<file path="config.mk">
export PLATFORM = sky130hd
export DESIGN_NAME = acq_ctrl
export DESIGN_NICKNAME = d
export VERILOG_FILES = /design/src/rtl/acq_ctrl.sv
export SDC_FILE = /design/constraint.sdc
export NUM_CORES = 1
export LEC_CHECK = 0
export BUFFER_PORTS_ARGS = -buffer_cell sky130_fd_sc_hd__clkbuf_2
export CORE_ASPECT_RATIO = 0.5
export CORE_MARGIN = 2
export CORE_UTILIZATION = 40
export CTS_CLUSTER_DIAMETER = 60
export CTS_CLUSTER_SIZE = 24
export DETAILED_ROUTE_END_ITERATION = 10
export GPL_ROUTABILITY_DRIVEN = 0
export GPL_TIMING_DRIVEN = 0
export MAX_ROUTING_LAYER = met4
export PLACE_DENSITY = 0.63
export SYNTH_ARGS = -nofsm -noshare
export SYNTH_HDL_FRONTEND = slang
export SYNTH_SLANG_ARGS = --single-unit
</file>
<file path="constraint.sdc">
create_clock -name clk -period 2.5 [get_ports clk]
set_input_delay 0.5 -clock clk [delete_from_list [all_inputs] [get_ports clk]]
set_output_delay 0.5 -clock clk [all_outputs]
set_load 0.05 [all_outputs]
</file>
<file path="src/rtl/acq_ctrl.sv">
// acq_ctrl: acquisition sequencer filling a circular capture RAM around a trigger point
module acq_ctrl #(
  parameter int ADDR_W = 8,
  parameter int PRE_DEPTH = 64,
  parameter int HOLDOFF = 16
) (
  input  logic              clk,
  input  logic              rst,
  input  logic              sample_en,
  input  logic              trigger,
  output logic              rst_trig,
  input  logic              run,
  input  logic              single,
  input  logic              disp_done,
  output logic              wr_en,
  output logic [ADDR_W-1:0] wr_addr,
  output logic [ADDR_W-1:0] trig_addr,
  output logic              frame_rdy,
  output logic              busy
);
  localparam int DEPTH = 1 << ADDR_W;
  localparam logic [ADDR_W:0] PRE_C = (ADDR_W+1)'(PRE_DEPTH);
  localparam logic [ADDR_W:0] POST_C = (ADDR_W+1)'(DEPTH - PRE_DEPTH);
  localparam logic [ADDR_W:0] HOLD_C = (ADDR_W+1)'(HOLDOFF - 1);
  typedef enum logic [2:0] {IDLE, PRE, ARMED, POST, READY, HOLD} state_t;
  state_t state, state_n;
  logic [ADDR_W:0] cnt, cnt_n, cnt_inc;
  logic [ADDR_W-1:0] trig_n;
  logic single_lat, lat_n, abort;
  assign cnt_inc = cnt + (ADDR_W+1)'(1);
  assign wr_en = sample_en && (state == PRE || state == ARMED || state == POST);
  assign rst_trig = !(state == ARMED || state == POST);
  assign busy = state != IDLE;
  assign abort = !run && !single_lat;
  // next-state decode; abort outranks trigger, and a trigger-cycle strobe is post sample 0
  always_comb begin
    state_n = state;
    cnt_n = cnt;
    trig_n = trig_addr;
    lat_n = single_lat;
    case (state)
      IDLE: begin
        lat_n = single && !run;
        if (run || single) begin
          state_n = PRE;
          cnt_n = '0;
        end
      end
      PRE:
        if (abort) state_n = IDLE;
        else if (sample_en) begin
          cnt_n = cnt_inc;
          state_n = cnt_inc == PRE_C ? ARMED : PRE;
        end
      ARMED:
        if (abort) state_n = IDLE;
        else if (trigger) begin
          trig_n = wr_addr;
          cnt_n = {{ADDR_W{1'b0}}, sample_en};
          state_n = POST;
        end
      POST:
        if (sample_en) begin
          cnt_n = cnt_inc;
          state_n = cnt_inc == POST_C ? READY : POST;
        end
      READY:
        if (disp_done) begin
          state_n = HOLD;
          cnt_n = '0;
        end
      HOLD:
        if (cnt == HOLD_C) begin
          state_n = run ? PRE : IDLE;
          cnt_n = '0;
          lat_n = run && single_lat;
        end else cnt_n = cnt_inc;
      default: state_n = IDLE;
    endcase
  end
  // state and datapath registers; write address advances on every accepted write
  always_ff @(posedge clk) begin
    if (rst) begin
      state <= IDLE;
      cnt <= '0;
      wr_addr <= '0;
      trig_addr <= '0;
      single_lat <= 1'b0;
      frame_rdy <= 1'b0;
    end else begin
      state <= state_n;
      cnt <= cnt_n;
      wr_addr <= wr_en ? wr_addr + ADDR_W'(1) : wr_addr;
      trig_addr <= trig_n;
      single_lat <= lat_n;
      frame_rdy <= state_n == READY;
    end
  end
endmodule

</file>
==> results of run 1 <==
[power groups by stage]
stage	Combinational (mW)	Sequential (mW)	Clock (mW)
after global placement	0.114	0.506	0
after detailed placement	0.115	0.506	0
after CTS	0.116	0.495	0.411
after global routing	0.130	0.496	0.435
final	0.115	0.495	0.398
after floorplan	0.0777	0.510	0
[synthesized netlist by cell type, drive strengths merged]
cell type  number  area, um2
a2111oi         1       8.76
o21ai           9       48.8
xnor2           2       17.5
nand4           3       18.8
nor2           39        154
and4            1       8.76
a221oi          1       8.76
o22ai           1       12.5
nand2          10       40.0
or2             2       15.0
a31oi           2       12.5
clkbuf          3       11.3
xor2            9       78.8
nand2b          1       6.26
nand3           8       57.6
a21oi           9       48.8
o211ai          1       7.51
nor3            8       45.0
inv             3       11.3
dfxtp          30        601
mux2i          10        100
o31ai           1       7.51
a41oi           1       8.76
ha              3       37.5
buf             8       60.1
o221ai          2       23.8
nor3b           1       18.8
and3            4       25.0
and2            1       6.26
a21bo           1       10.0
o21a            2       15.0
a211oi          2       15.0
and2b           1       7.51
and4b           1       11.3
nor4            4       46.3
a22oi           6       45.0
o221a           1       11.3
nor2b           1       6.26
nand3b          3       22.5
[logic make-up after synthesis]
kind of cell,count (synthesis)
adders and majority gates,3
AOI/OAI and AO/OA,40
and+or+nand+nor,88
buffers and inverters,14
DFF,30
xor gates and xnor gates,11
muxes,10
[tightest hold or removal path, cell delays in order, from the launching register on]
cell and delay, ns:
dfxtp_1 0.34, nand2_1 0.06, a21oi_1 0.05
[cell type report]
cell class	instances	area (um2)	share of cell area (%)
buffer	11	71.3	3.60
clock inverter	1	5.00	0.253
inverter	3	11.3	0.569
multi-input combinational	152	1010	50.9
sequential	30	601	30.3
clock buffer	7	86.3	4.36
tap	54	67.6	3.41
timing repair buffer	26	130	6.57
[per-layer routing]
layer  vias up  wire length (um)  track usage [%]
met5         -                 0                -
met4         0                17             4.29
met3         3               152             5.20
met2        36              1670             27.4
met1       692              1890             23.9
li1        772                 -                -
[sequential cells by signal (all words and copies together), names as in the netlist]
name,flops
trig_addr,8
wr_addr,8
frame_rdy,1
single_lat,1
cnt,9
state,3
[per-stage QoR]
| stage | hold slack [ns] | instance area, um2 | utilization, % | total power [mW] |
|---|---|---|---|---|
| after floorplan | 0.464 | 1690 | - | 0.588 |
| after global placement | 0.474 | 1890 | 47.4 | 0.620 |
| after detailed placement | 0.484 | 1890 | 47.4 | 0.621 |
| after CTS | 0.498 | 1980 | 49.7 | 1.02 |
| after global routing | 0.542 | 1980 | 49.7 | 1.06 |
| final | 0.496 | 1980 | 49.7 | 1.01 |
[final timing paths]
path | cells past startpoint | to | from | slack [ns]
worst max-delay path | 7 | frame_rdy$_SDFF_PP0_ | cnt[0]$_SDFFE_PP0P_ | 0.32
worst min-delay path | 2 | cnt[8]$_SDFFE_PP0P_ | cnt[8]$_SDFFE_PP0P_ | 0.50
worst max register to register | 7 | frame_rdy$_SDFF_PP0_ | cnt[0]$_SDFFE_PP0P_ | 0.32
worst min register to register | 2 | cnt[8]$_SDFFE_PP0P_ | cnt[8]$_SDFFE_PP0P_ | 0.50
==> results.tsv, run 1 <==
stage	metric	value	unit
place	port buffer count	26	
floorplan	Rows	16	
pwr	cell-internal power	744	uW
grt	initial antenna violation count	0	
sta	Final setup viols	0	
setup_path	CP bufs+invs	0	
sta	Slew headroom	65.2	%
logic_synthesis	Avg Inst Size Synth	8.62	um2
setup_path	Setup CP Type	reg -> reg	
sta	fin crit share	87.1	%
setup_path	crit path DAT	2.37	ns
detailed_routing	DR DRC count	0	
pwr	pwr dens	510	nW/um2
logic_synthesis	register area share after synthesis	35.5	%
status	outcome	finished clean	
clock_network	Post-CTS Repair Setup Buffers	0	
pwr	sw frac	26.3	%
setup_path	crit-path cells	ha_1, nand3_2, nor3_2, xor2_1, nor4_4, a41oi_1, nor4_2	
worst_hold_path	hold crit path type	reg -> reg	
logic_synthesis	post-synthesis xor/xnor area fraction	5.70	%
cells_and_area	Area Overhead vs Synth	17.1	%
grt	global-route wire length before repair	6.57	mm
logic_synthesis	synthesized cell area	1690	um2
cells_and_area	ANT cells	0	
clock_network	Clock Sink Count	30	
sta	Final Max Tran Viols	0	
logic_synthesis	Post-Synthesis Net Count	206	
pwr	Clock power frac	39.5	%
sta	fin crit period	2.18	ns
sta	final worst slack	0.322	ns
detailed_routing	via count	1503	
clock_network	TritonCTS clock tree	yes	
setup_path	Worst setup EP type	register	
floorplan	Starting Density	42.4	%
floorplan	IO Pins	27	
grt	vias in the first global route	1404	
pwr	part of the power in registers	49.1	%
place	placed cells	276	
sta	Setup Skew	0.00525	ns
cells_and_area	layout cells sized above 1	25.7	%
pwr	worst vdd ir	0.273	mV
clock_network	CTS root buffer	clkbuf_8	
pwr	switching power	265	uW
setup_path	Critical Path Max Stage Delay	0.47	ns
floorplan	Die W	95.9	um
clock_network	clock latency on the worst-skew pair	0.28	ns
setup_path	Top Family by Delay on Critical Path	simple AND/OR/NAND/NOR gates	
logic_synthesis	Compound-Gate Fraction of Synth Area	16.8	%
place	worst slack, placed	0.373	ns
clock_network	hold buffers post-CTS	0	
detailed_routing	DRT iter0 DRCs	46	
sta	Max Fclk	459	MHz
cells_and_area	Filler Cell Count	376	
setup_path	CP max stage cell	dfxtp_1	
sta	worst-margin pin slew	0.522	ns
detailed_routing	WL/cell	13.1	um
place	Post-DP HPWL	2.66	mm
cells_and_area	final net count	239	
pwr	leakage power total	0.775	nW
setup_path	data required time of the worst path	2.69	ns
floorplan	Die Y	50.0	um
cells_and_area	commonest non-fill, non-tap cell in the layout	nor2_1	
detailed_routing	Pre-Repair DR Iteration Count	4	
floorplan	area of the die	4790	um2
logic_synthesis	simple-gate area share of the yosys netlist	28.9	%
detailed_routing	post-route ant nets	0	
clock_network	H-tree depth	2	
logic_synthesis	Cells after Synth	196	
sta	final hold violations	0	
sta	Sum Neg Setup Slack	0	ns
clock_network	Reg clk slew, reported paths	0.07	ns
sta	RSZ-0062 raised after global routing	false	
clock_network	CTS Buf Count	5	
logic_synthesis	largest family of logic cells by synthesized area	simple AND/OR/NAND/NOR gates	
detailed_routing	Routed WL	3.73	mm
setup_path	Max FO, Critical Path	7	
detailed_routing	Via density	5.29	
clock_network	Post-CTS Resized	0	
logic_synthesis	mux share of post-synthesis cell area	5.92	%
grt	gr ovfl total	0	
cells_and_area	most frequent cells in the layout	nor2_1 (38), dfxtp_1 (30), clkbuf_2 (26)	
run	Max Cap Violations	0	
logic_synthesis	Yosys warning total	0	
cells_and_area	final non-filler cell total	284	
setup_path	crit start category	register	
floorplan	core area	3980	um2
logic_synthesis	Yosys cell types	53	
logic_synthesis	#FFs+latches synth	30	
grt	largest net degree at the start of global routing	11	
logic_synthesis	Adder-Cell Fraction of Synth Area	2.22	%
clock_network	Clock Path Buffers	2	
pwr	Logic pwr share	11.4	%
grt	total global-route track usage	18.1	%
Note: power is estimated with default switching activity, not from simulation.
==> run 2, diff against run 1 <==
- ABC_AREA: unset -> 1
==> run 2 against run 1 <==
  * Synthesized cell count increased by 34%
  * Sequential cell count stayed put
  * Power down 2.3%
  * Worst setup slack improved by 0.12 ns
==> results.tsv, run 2 <==
stage	metric	value	unit	change
logic_synthesis	Yosys cell types	33		-38%
clock_network	TritonCTS clock tree	yes		
floorplan	core area	4040	um2	+1.5%
floorplan	area of the die	4930	um2	+2.9%
setup_path	crit start category	register		
grt	initial antenna violation count	0		unchanged
grt	met1 usage	23.2	%	-0.70 points
logic_synthesis	Synth top area share	34.5	%	-1.0 points
floorplan	Die W	97.3	um	+1.4%
clock_network	CTS root buffer	clkbuf_8		
floorplan	IO Pins	27		unchanged
logic_synthesis	Yosys warning total	0		unchanged
setup_path	CP max stage cell	clkbuf_2		
setup_path	crit-path cells	buf_2, nor2_2, nor3_4, clkbuf_2		
setup_path	CP bufs+invs	2		+2
sta	final hold violations	0		unchanged
logic_synthesis	Cells after Synth	262		+34%
cells_and_area	Area Overhead vs Synth	15.6	%	
detailed_routing	WL/cell	11.9	um	-9.6%
clock_network	CTS Buf Count	5		unchanged
cells_and_area	Largest register FFs	9		unchanged
floorplan	Die Y	50.7	um	+1.4%
logic_synthesis	Adder-Cell Fraction of Synth Area	2.16	%	-0.065 points
logic_synthesis	Post-synth EDFFs	0		unchanged
sta	Sum Neg Setup Slack	0	ns	unchanged
cells_and_area	Final Cell Area	2010	um2	+1.7%
detailed_routing	Routed WL	4.14	mm	+11%
logic_synthesis	synth top area cells	dfxtp_1 (34%), nand2_1 (14%), a21oi_1 (6.9%)		
grt	global-route wire length before repair	7.08	mm	+7.8%
setup_path	r2r setup slk	0.63	ns	+0.31 ns
clock_network	Clock Path Buffers	2		unchanged
clock_network	Post-CTS Resized	0		unchanged
cells_and_area	layout cells sized above 1	20.1	%	-5.6 points
setup_path	Worst setup EP type	output pin		
setup_path	data required time of the worst path	2.00	ns	-0.69 ns
sta	fin crit share	82.4	%	-4.7 points
grt	vias in the first global route	1572		+12%
logic_synthesis	synthesized cell area	1740	um2	+3.0%
pwr	leakage power total	0.873	nW	+13%
clock_network	Reg clk slew, reported paths	0.07	ns	about the same
cells_and_area	commonest non-fill, non-tap cell in the layout	nand2_1		
detailed_routing	via count	1742		+16%
place	placed cells	341		+24%
grt	gr ovfl total	0		unchanged
sta	Max Fclk	485	MHz	+5.7%
grt	total global-route track usage	18.6	%	+0.55 points
sta	Final setup viols	0		unchanged
logic_synthesis	#FFs+latches synth	30		unchanged
grt	met2 GRT Util	30.6	%	+3.2 points
sta	Final Max Tran Viols	0		unchanged
setup_path	crit path DAT	1.56	ns	-0.81 ns
status	outcome	finished clean		
logic_synthesis	synth cell count leaders	nand2_1 (65), dfxtp_1 (30), inv_1 (30)		
setup_path	Setup CP Type	reg -> out		
logic_synthesis	mux share of post-synthesis cell area	0	%	-5.9 points
sta	RSZ-0062 raised after global routing	false		
detailed_routing	Via density	5.01		-5.4%
detailed_routing	post-route ant nets	0		unchanged
cells_and_area	final non-filler cell total	348		+23%
grt	grt peak-use layer	met2		
worst_hold_path	hold crit path type	reg -> reg		
clock_network	H-tree depth	2		unchanged
logic_synthesis	post-synth top area cell	dfxtp_1		
floorplan	Starting Density	43.1	%	+0.64 points
pwr	pwr dens	489	nW/um2	-4.0%
logic_synthesis	Avg Inst Size Synth	6.65	um2	-23%
logic_synthesis	simple-gate area share of the yosys netlist	37.3	%	+8.3 points
logic_synthesis	Post-Synthesis Net Count	272		+32%
grt	largest net degree at the start of global routing	11		unchanged
sta	Slew headroom	65.5	%	+0.31 points
logic_synthesis	asr flop ratio synth	0	%	unchanged
clock_network	clock latency on the worst-skew pair	0.28	ns	about the same
cells_and_area	biggest registers after layout	cnt (9), trig_addr (8), wr_addr (8)		
grt	grt met3 use	4.60	%	-0.60 points
detailed_routing	DRT iter0 DRCs	99		+120%
sta	Setup Skew	0.00517	ns	-0.0000752 ns
detailed_routing	Pre-Repair DR Iteration Count	4		unchanged
sta	worst-margin pin slew	0.517	ns	-0.00468 ns
logic_synthesis	register area share after synthesis	34.5	%	-1.0 points
floorplan	Rows	16		unchanged
clock_network	hold buffers post-CTS	0		unchanged
logic_synthesis	top_reg_cell synth	dfxtp_1		
cells_and_area	ANT cells	0		unchanged
detailed_routing	DR DRC count	0		unchanged
sta	fin crit period	2.06	ns	-0.117 ns
setup_path	Top Family by Delay on Critical Path	buffers and inverters		
setup_path	Critical Path Max Stage Delay	0.36	ns	-0.11 ns
setup_path	Max FO, Critical Path	9		+2
cells_and_area	final net count	304		+27%
logic_synthesis	top-count cell post-synth	nand2_1		
place	Area after DPL	1930	um2	+2.5%
logic_synthesis	Compound-Gate Fraction of Synth Area	15.3	%	-1.5 points
pwr	worst vdd ir	0.229	mV	-16%
place	port buffer count	25		-3.8%
clock_network	Post-CTS Repair Setup Buffers	0		unchanged
place	Post-DP HPWL	3.12	mm	+17%
run	Max Cap Violations	0		unchanged
cells_and_area	most frequent cells in the layout	nand2_1 (65), inv_1 (30), dfxtp_1 (30)		
logic_synthesis	largest family of logic cells by synthesized area	simple AND/OR/NAND/NOR gates		
logic_synthesis	post-synthesis xor/xnor area fraction	0.503	%	-5.2 points
cells_and_area	register bank with the most flops	cnt		
clock_network	Clock Sink Count	30		unchanged
## run 2: changes by cell type after synthesis, moves of 5 or more
cell,delta
a22oi_1,-5
inv_2,+6
nand2_1,+56
xor2_1,-8
mux2i_1,-10
nor2_1,-11
nand3_1,+14
inv_1,+28
a21oi_1,+16
## run 2: logic make-up (layout without fill, tap and decap cells)
family / after synthesis / count (layout)
adders and majority gates: 3 / 3
DFF: 30 / 30
and+or+nand+nor: 137 / 137
buffers and inverters: 44 / 76
xor gates and xnor gates: 1 / 1
AOI/OAI and AO/OA: 47 / 47
## run 2: area by class of cell
type                    count  area [um2]
well taps                  54        67.6
multi-input cells         188         962
fillers                   427        2030
flip-flops and latches     30         601
inverters                  38         148
clock inverters             2        10.0
repair buffers             25         125
clock buffers               5        68.8
plain buffers               6        31.3
## run 2: per-layer routing
layer,up-vias,share of wire (%)
met4,0,0.99
met3,7,4.7
met5,-,0
met2,34,45
li1,915,-
met1,786,49
## run 2: where the power goes
| group | internal, mW | switching (mW) |
|---|---|---|
| Clock | 0.186 | 0.185 |
| Sequential | 0.485 | 0.00966 |
| Combinational | 0.0325 | 0.0873 |
## run 2: worst paths after layout
kind                        endpoint  depth (start not counted)               startpoint
max reg2reg      state[0]$_SDFF_PP0_                         12      cnt[0]$_SDFFE_PP0P_
min reg2reg  single_lat$_SDFFE_PP0P_                          2  single_lat$_SDFFE_PP0P_
max                            wr_en                          4      state[1]$_SDFF_PP0_
min          single_lat$_SDFFE_PP0P_                          2  single_lat$_SDFFE_PP0P_
## run 2: through the flow
stage	hold slack, ns	power, mW	util, %	worst slack [ns]
final	0.475	0.985	49.8	0.439
after global routing	0.518	1.03	49.8	0.369
after CTS	0.472	0.998	49.8	0.434
after detailed placement	0.454	0.625	47.8	0.514
after global placement	0.455	0.623	47.8	0.523
after floorplan	0.444	0.592	-	0.629
## run 2: worst reg2reg max path: cells and delay by family (launching register included)
kind                       cells  cell delay, ns
DFF                            1            0.42
and+or+nand+nor                9            0.97
adders and majority gates      1            0.27
buffers and inverters          2            0.11
==> run 3, diff against run 2 <==
- clock period: 2.5 -> 2 ns (I/O delays scaled with it)
==> run 3 against run 2 <==
  * Utilization rose by 0.68 points
  * Worst hold slack got worse by 0.082 ns
  * Via count rose by 0.29%
  * Global-route usage stayed put
  * Clock-buffer cell count is the same
  * Final area increased by 1.4%
  * Sequential share of layout area decreased by 0.40 points
  * Power is 25% higher
  * Sequential power up 25%
  * Final cell count rose by 0.86%
  * Routed wire length rose by 0.60%
  * Largest cell class unchanged
==> results.tsv, run 3 (same netlist as run 2, synthesis figures left out) <==
stage	metric	value	unit	change
detailed_routing	post-route ant nets	0		unchanged
sta	final hold violations	0		unchanged
setup_path	CP max stage cell	clkbuf_2		
clock_network	CTS root buffer	clkbuf_8		
pwr	Power Total	1.24	mW	+25%
sta	worst-margin pin slew	0.518	ns	+0.000627 ns
cells_and_area	commonest non-fill, non-tap cell in the layout	nand2_1		
detailed_routing	Via density	4.98		-0.57%
cells_and_area	final net count	307		+0.99%
cells_and_area	Final Core Density	50.5	%	+0.68 points
floorplan	IO Pins	27		unchanged
setup_path	crit path DAT	1.49	ns	-0.07 ns
status	outcome	finished clean		
grt	met2 GRT Util	30.6	%	unchanged
clock_network	H-tree depth	2		unchanged
detailed_routing	Pre-Repair DR Iteration Count	4		unchanged
clock_network	clock latency on the worst-skew pair	0.28	ns	about the same
clock_network	CTS Buf Count	5		unchanged
setup_path	Setup CP Type	reg -> out		
clock_network	Clock Path Buffers	2		unchanged
detailed_routing	Routed WL	4.16	mm	+0.60%
sta	fin crit share	94.3	%	
grt	vias in the first global route	1572		unchanged
detailed_routing	via count	1747		+0.29%
floorplan	Die Y	50.7	um	unchanged
sta	Slew headroom	65.5	%	about the same
sta	Max Fclk	530	MHz	
cells_and_area	final non-filler cell total	351		+0.86%
cells_and_area	Largest register FFs	9		unchanged
pwr	leakage power total	0.885	nW	+1.4%
detailed_routing	DR DRC count	0		unchanged
grt	largest net degree at the start of global routing	11		unchanged
cells_and_area	biggest registers after layout	cnt (9), trig_addr (8), wr_addr (8)		
clock_network	Clock Sink Count	30		unchanged
setup_path	crit start category	register		
cells_and_area	layout cells sized above 1	21.5	%	+1.5 points
grt	gr ovfl total	0		unchanged
setup_path	data required time of the worst path	1.60	ns	-0.40 ns
floorplan	area of the die	4930	um2	unchanged
setup_path	Critical Path Max Stage Delay	0.34	ns	-0.02 ns
floorplan	Die W	97.3	um	unchanged
setup_path	Top Family by Delay on Critical Path	buffers and inverters		
clock_network	TritonCTS clock tree	yes		
sta	Sum Neg Setup Slack	0	ns	unchanged
place	port buffer count	25		unchanged
grt	grt met3 use	4.60	%	unchanged
clock_network	hold buffers post-CTS	0		unchanged
cells_and_area	register bank with the most flops	cnt		
detailed_routing	WL/cell	11.9	um	-0.26%
setup_path	Worst setup EP type	output pin		
floorplan	Starting Density	43.1	%	unchanged
sta	Final setup viols	0		unchanged
cells_and_area	ANT cells	0		unchanged
pwr	pwr dens	606	nW/um2	+24%
grt	total global-route track usage	18.6	%	unchanged
cells_and_area	Filler Cell Count	426		-0.23%
place	placed cells	341		unchanged
place	Post-DP HPWL	3.12	mm	unchanged
cells_and_area	footprint of the multi-input gates	967	um2	+0.52%
setup_path	Max FO, Critical Path	8		-1
sta	Setup Skew	0.00451	ns	-0.000665 ns
sta	fin crit period	1.89	ns	
setup_path	CP bufs+invs	2		unchanged
cells_and_area	register area	601	um2	unchanged
sta	Final Max Tran Viols	0		unchanged
setup_path	crit-path cells	buf_2, nor2_2, nor3_4, clkbuf_2		
detailed_routing	DRT iter0 DRCs	98		-1.0%
run	Max Cap Violations	0		unchanged
grt	grt peak-use layer	met2		
cells_and_area	most frequent cells in the layout	nand2_1 (65), inv_1 (30), dfxtp_1 (30)		
clock_network	Reg clk slew, reported paths	0.06	ns	about the same
grt	met1 usage	23.2	%	unchanged
floorplan	core area	4040	um2	unchanged
sta	RSZ-0062 raised after global routing	false		
worst_hold_path	hold crit path type	in -> reg		
floorplan	Rows	16		unchanged
cells_and_area	Area Overhead vs Synth	17.2	%	
grt	global-route wire length before repair	7.08	mm	unchanged
pwr	worst vdd ir	0.297	mV	+29%
grt	initial antenna violation count	0		unchanged
==> run 3: per-stage QoR <==
stage	setup slack (ns)	instance area (um2)	hold slack, ns
floorplan	0.202	1740	0.444
finish	0.113	2040	0.393
global route	0.0211	2040	0.441
detailed placement	0.144	1930	0.454
CTS	0.0343	2010	0.389
global placement	0.147	1930	0.455
==> run 3: area by class of cell <==
type,instances,area share [%]
multi-input cells,188,47.4
flip-flops and latches,30,29.4
repair buffers,28,7.23
inverters,38,7.23
clock buffers,5,3.37
well taps,54,3.31
plain buffers,6,1.53
clock inverters,2,0.490
==> run 3: where the power goes <==
part,switching [mW],leakage [nW],internal [mW]
Combinational,0.110,0.599,0.0454
Sequential,0.0121,0.242,0.606
Clock,0.230,0.0438,0.233
Total,0.352,0.885,0.884
==> run 3: layer usage <==
layer  up-vias  part of all wire, %
li1        922                    -
met1       783                   50
met2        37                   45
met3         5                  4.6
met4         0                 0.77
met5         -                    0
==> run 3: worst min-delay path: stages <==
cell and delay [ns]:
clkbuf_2 0.09, nand4_1 0.08, a21oi_1 0.06
==> run 3: final timing paths <==
check	start	endpoint	slack, ns	cells after the start
setup / recovery	state[1]$_SDFF_PP0_	wr_en	0.11	4
hold reg to reg	single_lat$_SDFFE_PP0P_	single_lat$_SDFFE_PP0P_	0.47	2
hold / removal	single	single_lat$_SDFFE_PP0P_	0.39	3
setup reg to reg	cnt[0]$_SDFFE_PP0P_	state[0]$_SDFF_PP0_	0.22	12
==> run 3: repair_timing <==
item | 4_1_cts | 5_1_grt
resized for setup | 0 | 2
setup endpoints to repair | 0 | 4
buffers inserted | 0 | 3
